==> src/rtl/l1_ctrl_arbiter.sv <==
// rtl/l1_ctrl_arbiter.sv - lock arbiter granting the datapath FSM to CPU FSM A or snoop FSM B
//
// Ports:
//   clk          rising-edge clock
//   reset        synchronous active-high reset
//   acq_a/acq_b  lock requests from FSM A (CPU side) / FSM B (snoop)
//   rel_a/rel_b  single-cycle release pulses from the current owner
//   ack_a/ack_b  single-cycle grant pulses
//   busy         lock held or being granted
//   owner        current or pending owner (0 = A, 1 = B), valid while busy
//   err_timeout  sticky watchdog flag, lock held for TIMEOUT cycles
module l1_ctrl_arbiter #(
  parameter int STARVE_MAX = 4,
  parameter int TIMEOUT    = 1024
) (
  input  logic clk,
  input  logic reset,
  input  logic acq_a,
  input  logic acq_b,
  input  logic rel_a,
  input  logic rel_b,
  output logic ack_a,
  output logic ack_b,
  output logic busy,
  output logic owner,
  output logic err_timeout
);

  localparam int HW = (TIMEOUT > 0) ? $clog2(TIMEOUT + 1) : 1;
  localparam logic [3:0]    STARVE_LIM = 4'(STARVE_MAX);
  localparam logic [HW-1:0] HOLD_LIM   = HW'(TIMEOUT);

  typedef enum logic [1:0] {
    IDLE   = 2'd0,
    GRANT  = 2'd1,
    BUSY   = 2'd2,
    CANCEL = 2'd3
  } state_t;

  state_t        state;
  state_t        state_nxt;
  logic [3:0]    starve_cnt;
  logic [HW-1:0] hold_cnt;
  logic          owner_q;
  logic          ack_a_q;
  logic          ack_b_q;
  logic          err_q;

  logic          b_wins;
  logic          owner_acq;
  logic          owner_rel;

  always_comb begin
    // Snoop side wins ties unless the CPU side has been passed over too often.
    b_wins    = acq_b && !(acq_a && (starve_cnt == STARVE_LIM));
    owner_acq = owner_q ? acq_b : acq_a;
    owner_rel = owner_q ? rel_b : rel_a;

    state_nxt = state;
    case (state)
      IDLE:    if (acq_a || acq_b) state_nxt = GRANT;
      GRANT:   state_nxt = owner_acq ? BUSY : CANCEL;
      BUSY:    if (owner_rel) state_nxt = IDLE;
      CANCEL:  state_nxt = IDLE;
      default: state_nxt = IDLE;
    endcase
  end

  always_ff @(posedge clk) begin
    if (reset) begin
      state <= IDLE;
    end else begin
      state <= state_nxt;
    end
  end

  always_ff @(posedge clk) begin
    if (reset) begin
      owner_q    <= 1'b0;
      starve_cnt <= 4'd0;
      hold_cnt   <= '0;
      err_q      <= 1'b0;
      ack_a_q    <= 1'b0;
      ack_b_q    <= 1'b0;
    end else begin
      // The ack is registered on the GRANT->BUSY edge, so it appears in the
      // first BUSY cycle, two cycles after the request hit an idle arbiter.
      ack_a_q <= (state == GRANT) && owner_acq && !owner_q;
      ack_b_q <= (state == GRANT) && owner_acq &&  owner_q;

      if ((state == IDLE) && (acq_a || acq_b)) begin
        owner_q <= b_wins;
        if (b_wins && acq_a) begin
          if (starve_cnt != STARVE_LIM) starve_cnt <= starve_cnt + 4'd1;
        end else begin
          starve_cnt <= 4'd0;
        end
      end

      // Clearing throughout GRANT leaves the counter at zero on BUSY entry.
      if (state == GRANT) begin
        hold_cnt <= '0;
      end else if ((state == BUSY) && (hold_cnt != HOLD_LIM)) begin
        hold_cnt <= hold_cnt + HW'(1);
      end

      // Flag on the edge where the hold count reaches TIMEOUT; no forced release.
      if ((TIMEOUT != 0) && (state == BUSY) && (hold_cnt != HOLD_LIM) &&
          ((hold_cnt + HW'(1)) == HOLD_LIM)) begin
        err_q <= 1'b1;
      end
    end
  end

  assign ack_a       = ack_a_q;
  assign ack_b       = ack_b_q;
  assign busy        = (state == GRANT) || (state == BUSY);
  assign owner       = owner_q;
  assign err_timeout = err_q;

endmodule

==> config.mk <==
export PLATFORM = sky130hd
export DESIGN_NAME = l1_ctrl_arbiter
export DESIGN_NICKNAME = d
export VERILOG_FILES = /design/src/rtl/l1_ctrl_arbiter.sv
export SDC_FILE = /design/constraint.sdc
export NUM_CORES = 1
export LEC_CHECK = 0
export BUFFER_PORTS_ARGS = -buffer_cell sky130_fd_sc_hd__buf_2
export CAP_MARGIN = 30
export CORE_MARGIN = 4
export CORE_UTILIZATION = 56
export CTS_BUF_LIST = sky130_fd_sc_hd__clkbuf_4
export CTS_CLUSTER_SIZE = 12
export DETAILED_ROUTE_END_ITERATION = 7
export HOLD_SLACK_MARGIN = 0.06
export PLACE_DENSITY = 0.79
export SYNTH_ARGS = -nofsm -noshare
export SYNTH_HDL_FRONTEND = slang
export SYNTH_SLANG_ARGS = --single-unit
==> constraint.sdc <==
create_clock -name clk -period 1.97 [get_ports clk]
set_clock_uncertainty 0.05 [all_clocks]
set_input_delay 0.2955 -clock clk [delete_from_list [all_inputs] [get_ports clk]]
set_output_delay 0.2955 -clock clk [all_outputs]
set_load 0.005 [all_outputs]
==> flow_summary.json <==
{
  "drt_iter0_drc": 19,
  "critPathKind": "reg2reg",
  "fillers": 177,
  "status": "finished, final reports clean",
  "cts_buffers": 3,
  "place_congestion": 0.804,
  "dieArea_mm2": 0.00298,
  "nNetsFinal": 159,
  "grt_max_degree": 13,
  "grt_pass1_wl_um": 4020,
  "drcViolationCount": 0,
  "totalWireLength_um": 2420,
  "synthAdderAreaFrac_pct": 8.25,
  "ctsResizeCount": 0,
  "yosys_register_bits": 21,
  "htree_levels": 1,
  "ys_warn_count": 0,
  "clkPwrFrac_pct": 24.9,
  "synthTopCellsByArea": "dfxtp_1, ha_1, nor2_1",
  "post_cts_buffers": 0,
  "relSlewSlack_pct": 71.0,
  "crit_end": "err_timeout",
  "grt_pass1_vias": 923,
  "cp-startpoint": "hold_cnt[0]",
  "route.vias.total": 1009,
  "setup_viol": 0,
  "synth_compound_area_share_pct": 17.4,
  "cts.sinks": 21,
  "p_int_mw": 0.627,
  "syn_inst": 137,
  "yosys.area.top_type": "dfxtp_1",
  "crit_family": "compound AO/OA/AOI/OAI gates",
  "grt.total_usage_pct": 18.8,
  "period_minus_slack_ns": 1.78,
  "worst_r2r_path_depth": 5,
  "core-area_mm2": 0.00200,
  "p_per_area_mw_per_mm2": 707,
  "min_period_over_period_pct": 90.6,
  "layoutNonFillerInstCount": 171,
  "io_pins": 11,
  "synthSimpleGateAreaFrac_pct": 23.1,
  "overflow": 0,
  "syn-num-nets": 151,
  "r2r_setup_slack_ns": 0.19,
  "final-seq-area_um2": 420,
  "p_total_mw": 0.904,
  "hold_buffers": 0,
  "crit_buf_inv": 0,
  "ys_types": 38,
  "hold_violations": 0,
  "antennaDiodeCount": 0,
  "synth_area_mm2": 0.00121,
  "reg2reg_to": "err_timeout",
  "die_x_um": 54.6,
  "r2r-start": "hold_cnt[0]",
  "clk_path_buf_depth": 2,
  "final.setup.tns_ns": 0,
  "cts_root_buf": "clkbuf_4",
  "timing.fmax_mhz": 560,
  "synth_top_family_by_area": "simple AND/OR/NAND/NOR gates",
  "worstPathRequired_ns": 2.13,
  "yosysMostFrequentCell": "dfxtp_1",
  "cts_tree": "built",
  "syn_to_final_growth_pct": 5.36,
  "synth_top_flop_cell": "dfxtp_1",
  "p_sw_share_pct": 30.6,
  "synth_edf_count": 0,
  "cp_slowest_cell": "dfxtp_1",
  "leakage_nw": 0.484,
  "avgSynthCellArea_um2": 8.86,
  "worst_pin_slew_ns": 0.434,
  "p_switching_mw": 0.277,
  "netlist.area_leader.share_pct": 34.6,
  "ant_nets": 0,
  "place_inst": 167,
  "muxShareOfSynthArea_pct": 3.30,
  "multi_input_area_um2": 711,
  "clkTransAtPathRegs_ns": 0.12,
  "hpwl_um": 1800,
  "combinationalPowerShare_pct": 22.7,
  "grt_antenna_before_repair": 0,
  "drive_above_1_share_pct": 13.9,
  "end_kind": "flip-flop",
  "min-delay-path-class": "in2reg",
  "cp.arrival_ns": 1.94,
  "clk_latency_ns": 0.31,
  "synthTopCellsByCount": "dfxtp_1, nor2_1, inv_1, ha_1, nand2_1",
  "initial_core_util_pct": 60.6,
  "synthArstFlopShare_pct": 0,
  "pwr-share-seq_pct": 52.4,
  "die_h_um": 54.6,
  "path_max_fanout": 9,
  "timing.critical_path.depth": 5,
  "rsz0062_at_grt": "false",
  "synthXorXnorAreaFrac_pct": 6.49,
  "whs_ns": 0.234,
  "fp-row-count": 16,
  "ys_seq_area_share_pct": 34.6,
  "critical-path-max-stage-delay_ns": 0.53,
  "min_delay_path_depth": 2,
  "cap_violations": 0,
  "path_cells": "ha_1 > nand3_1 > o21a_1 > a311oi_1 > a211oi_1",
  "final_max_slew_viol_count": 0,
  "drt-wirelength-per-cell_um": 14.1,
  "startpoint_type": "flip-flop",
  "port_buffers": 10,
  "ir_worst_vdd_mv": 0.571,
  "drtPass1Iterations": 4,
  "viasPerCell": 5.90
}
## registers in the layout (all words and copies together) (netlist names)
signal       cells
err_timeout      1
hold_cnt        11
ack_a            1
owner            1
state            2
ack_b            1
starve_cnt       4
## through the flow
stage | utilization, % | area (um2) | setup WS [ns]
2_1_floorplan | - | 1210 | 0.397
6_report | 63.9 | 1280 | 0.186
5_1_grt | 63.9 | 1280 | 0.0572
3_5_place_dp | 62.4 | 1250 | 0.222
3_3_place_gp | 62.4 | 1250 | 0.230
4_1_cts | 63.9 | 1280 | 0.205
## kinds of logic (layout without fill, tap and decap cells)
kind of cell             after synthesis  count (layout)
adder cells (fa/ha/maj)                8               8
XOR/XNOR                               9               9
AND/OR/NAND/NOR                       52              52
flip-flops                            21              21
AO/OA/AOI/OAI                         27              27
multiplexers                           4               4
buffers and inverters                 16              23
## cell type report
cell class	instances	area share [%]
multi-input combinational	100	55.6
timing repair buffer	10	3.91
inverter	9	2.64
tap	27	2.64
sequential	21	32.9
clock buffer	4	2.35
## power by group through the flow
stage	logic (mW)	clock network [mW]	registers [mW]
after floorplan	0.155	0	0.480
after global placement	0.191	0	0.482
after detailed placement	0.206	0	0.483
after CTS	0.207	0.234	0.474
after global routing	0.231	0.248	0.478
final	0.205	0.225	0.474
## worst min-delay path by stage
stage                start          end
2_1_floorplan        acq_b        ack_b
3_3_place_gp   err_timeout  err_timeout
3_5_place_dp   err_timeout  err_timeout
4_1_cts              reset     state[1]
5_1_grt              reset     state[1]
6_report             reset     state[1]
## per-layer routing
metal / global-route usage (%) / share of wire (%) / vias up
li1: - / - / 505
met1: 22.4 / 45 / 484
met2: 32.3 / 50 / 14
met3: 2.72 / 2.7 / 6
met4: 9.54 / 2.0 / 0
met5: 0 / 0 / -
## placed cells by master (no fill, tap or decap), types with 2 or more instances in the layout
master	count
nand3_1	4
nor2_1	16
a211oi_1	4
nor3_1	6
o21ai_0	3
nor3_2	2
a311oi_1	2
nand4_1	5
or3_1	2
inv_1	9
nand2_1	7
buf_2	10
clkbuf_4	4
nand2b_1	3
dfxtp_1	21
xor2_1	5
o21a_1	3
xnor2_1	4
mux2i_1	4
ha_1	8
a211o_1	2
a21oi_1	5
Power figures use the tool's default switching activity.
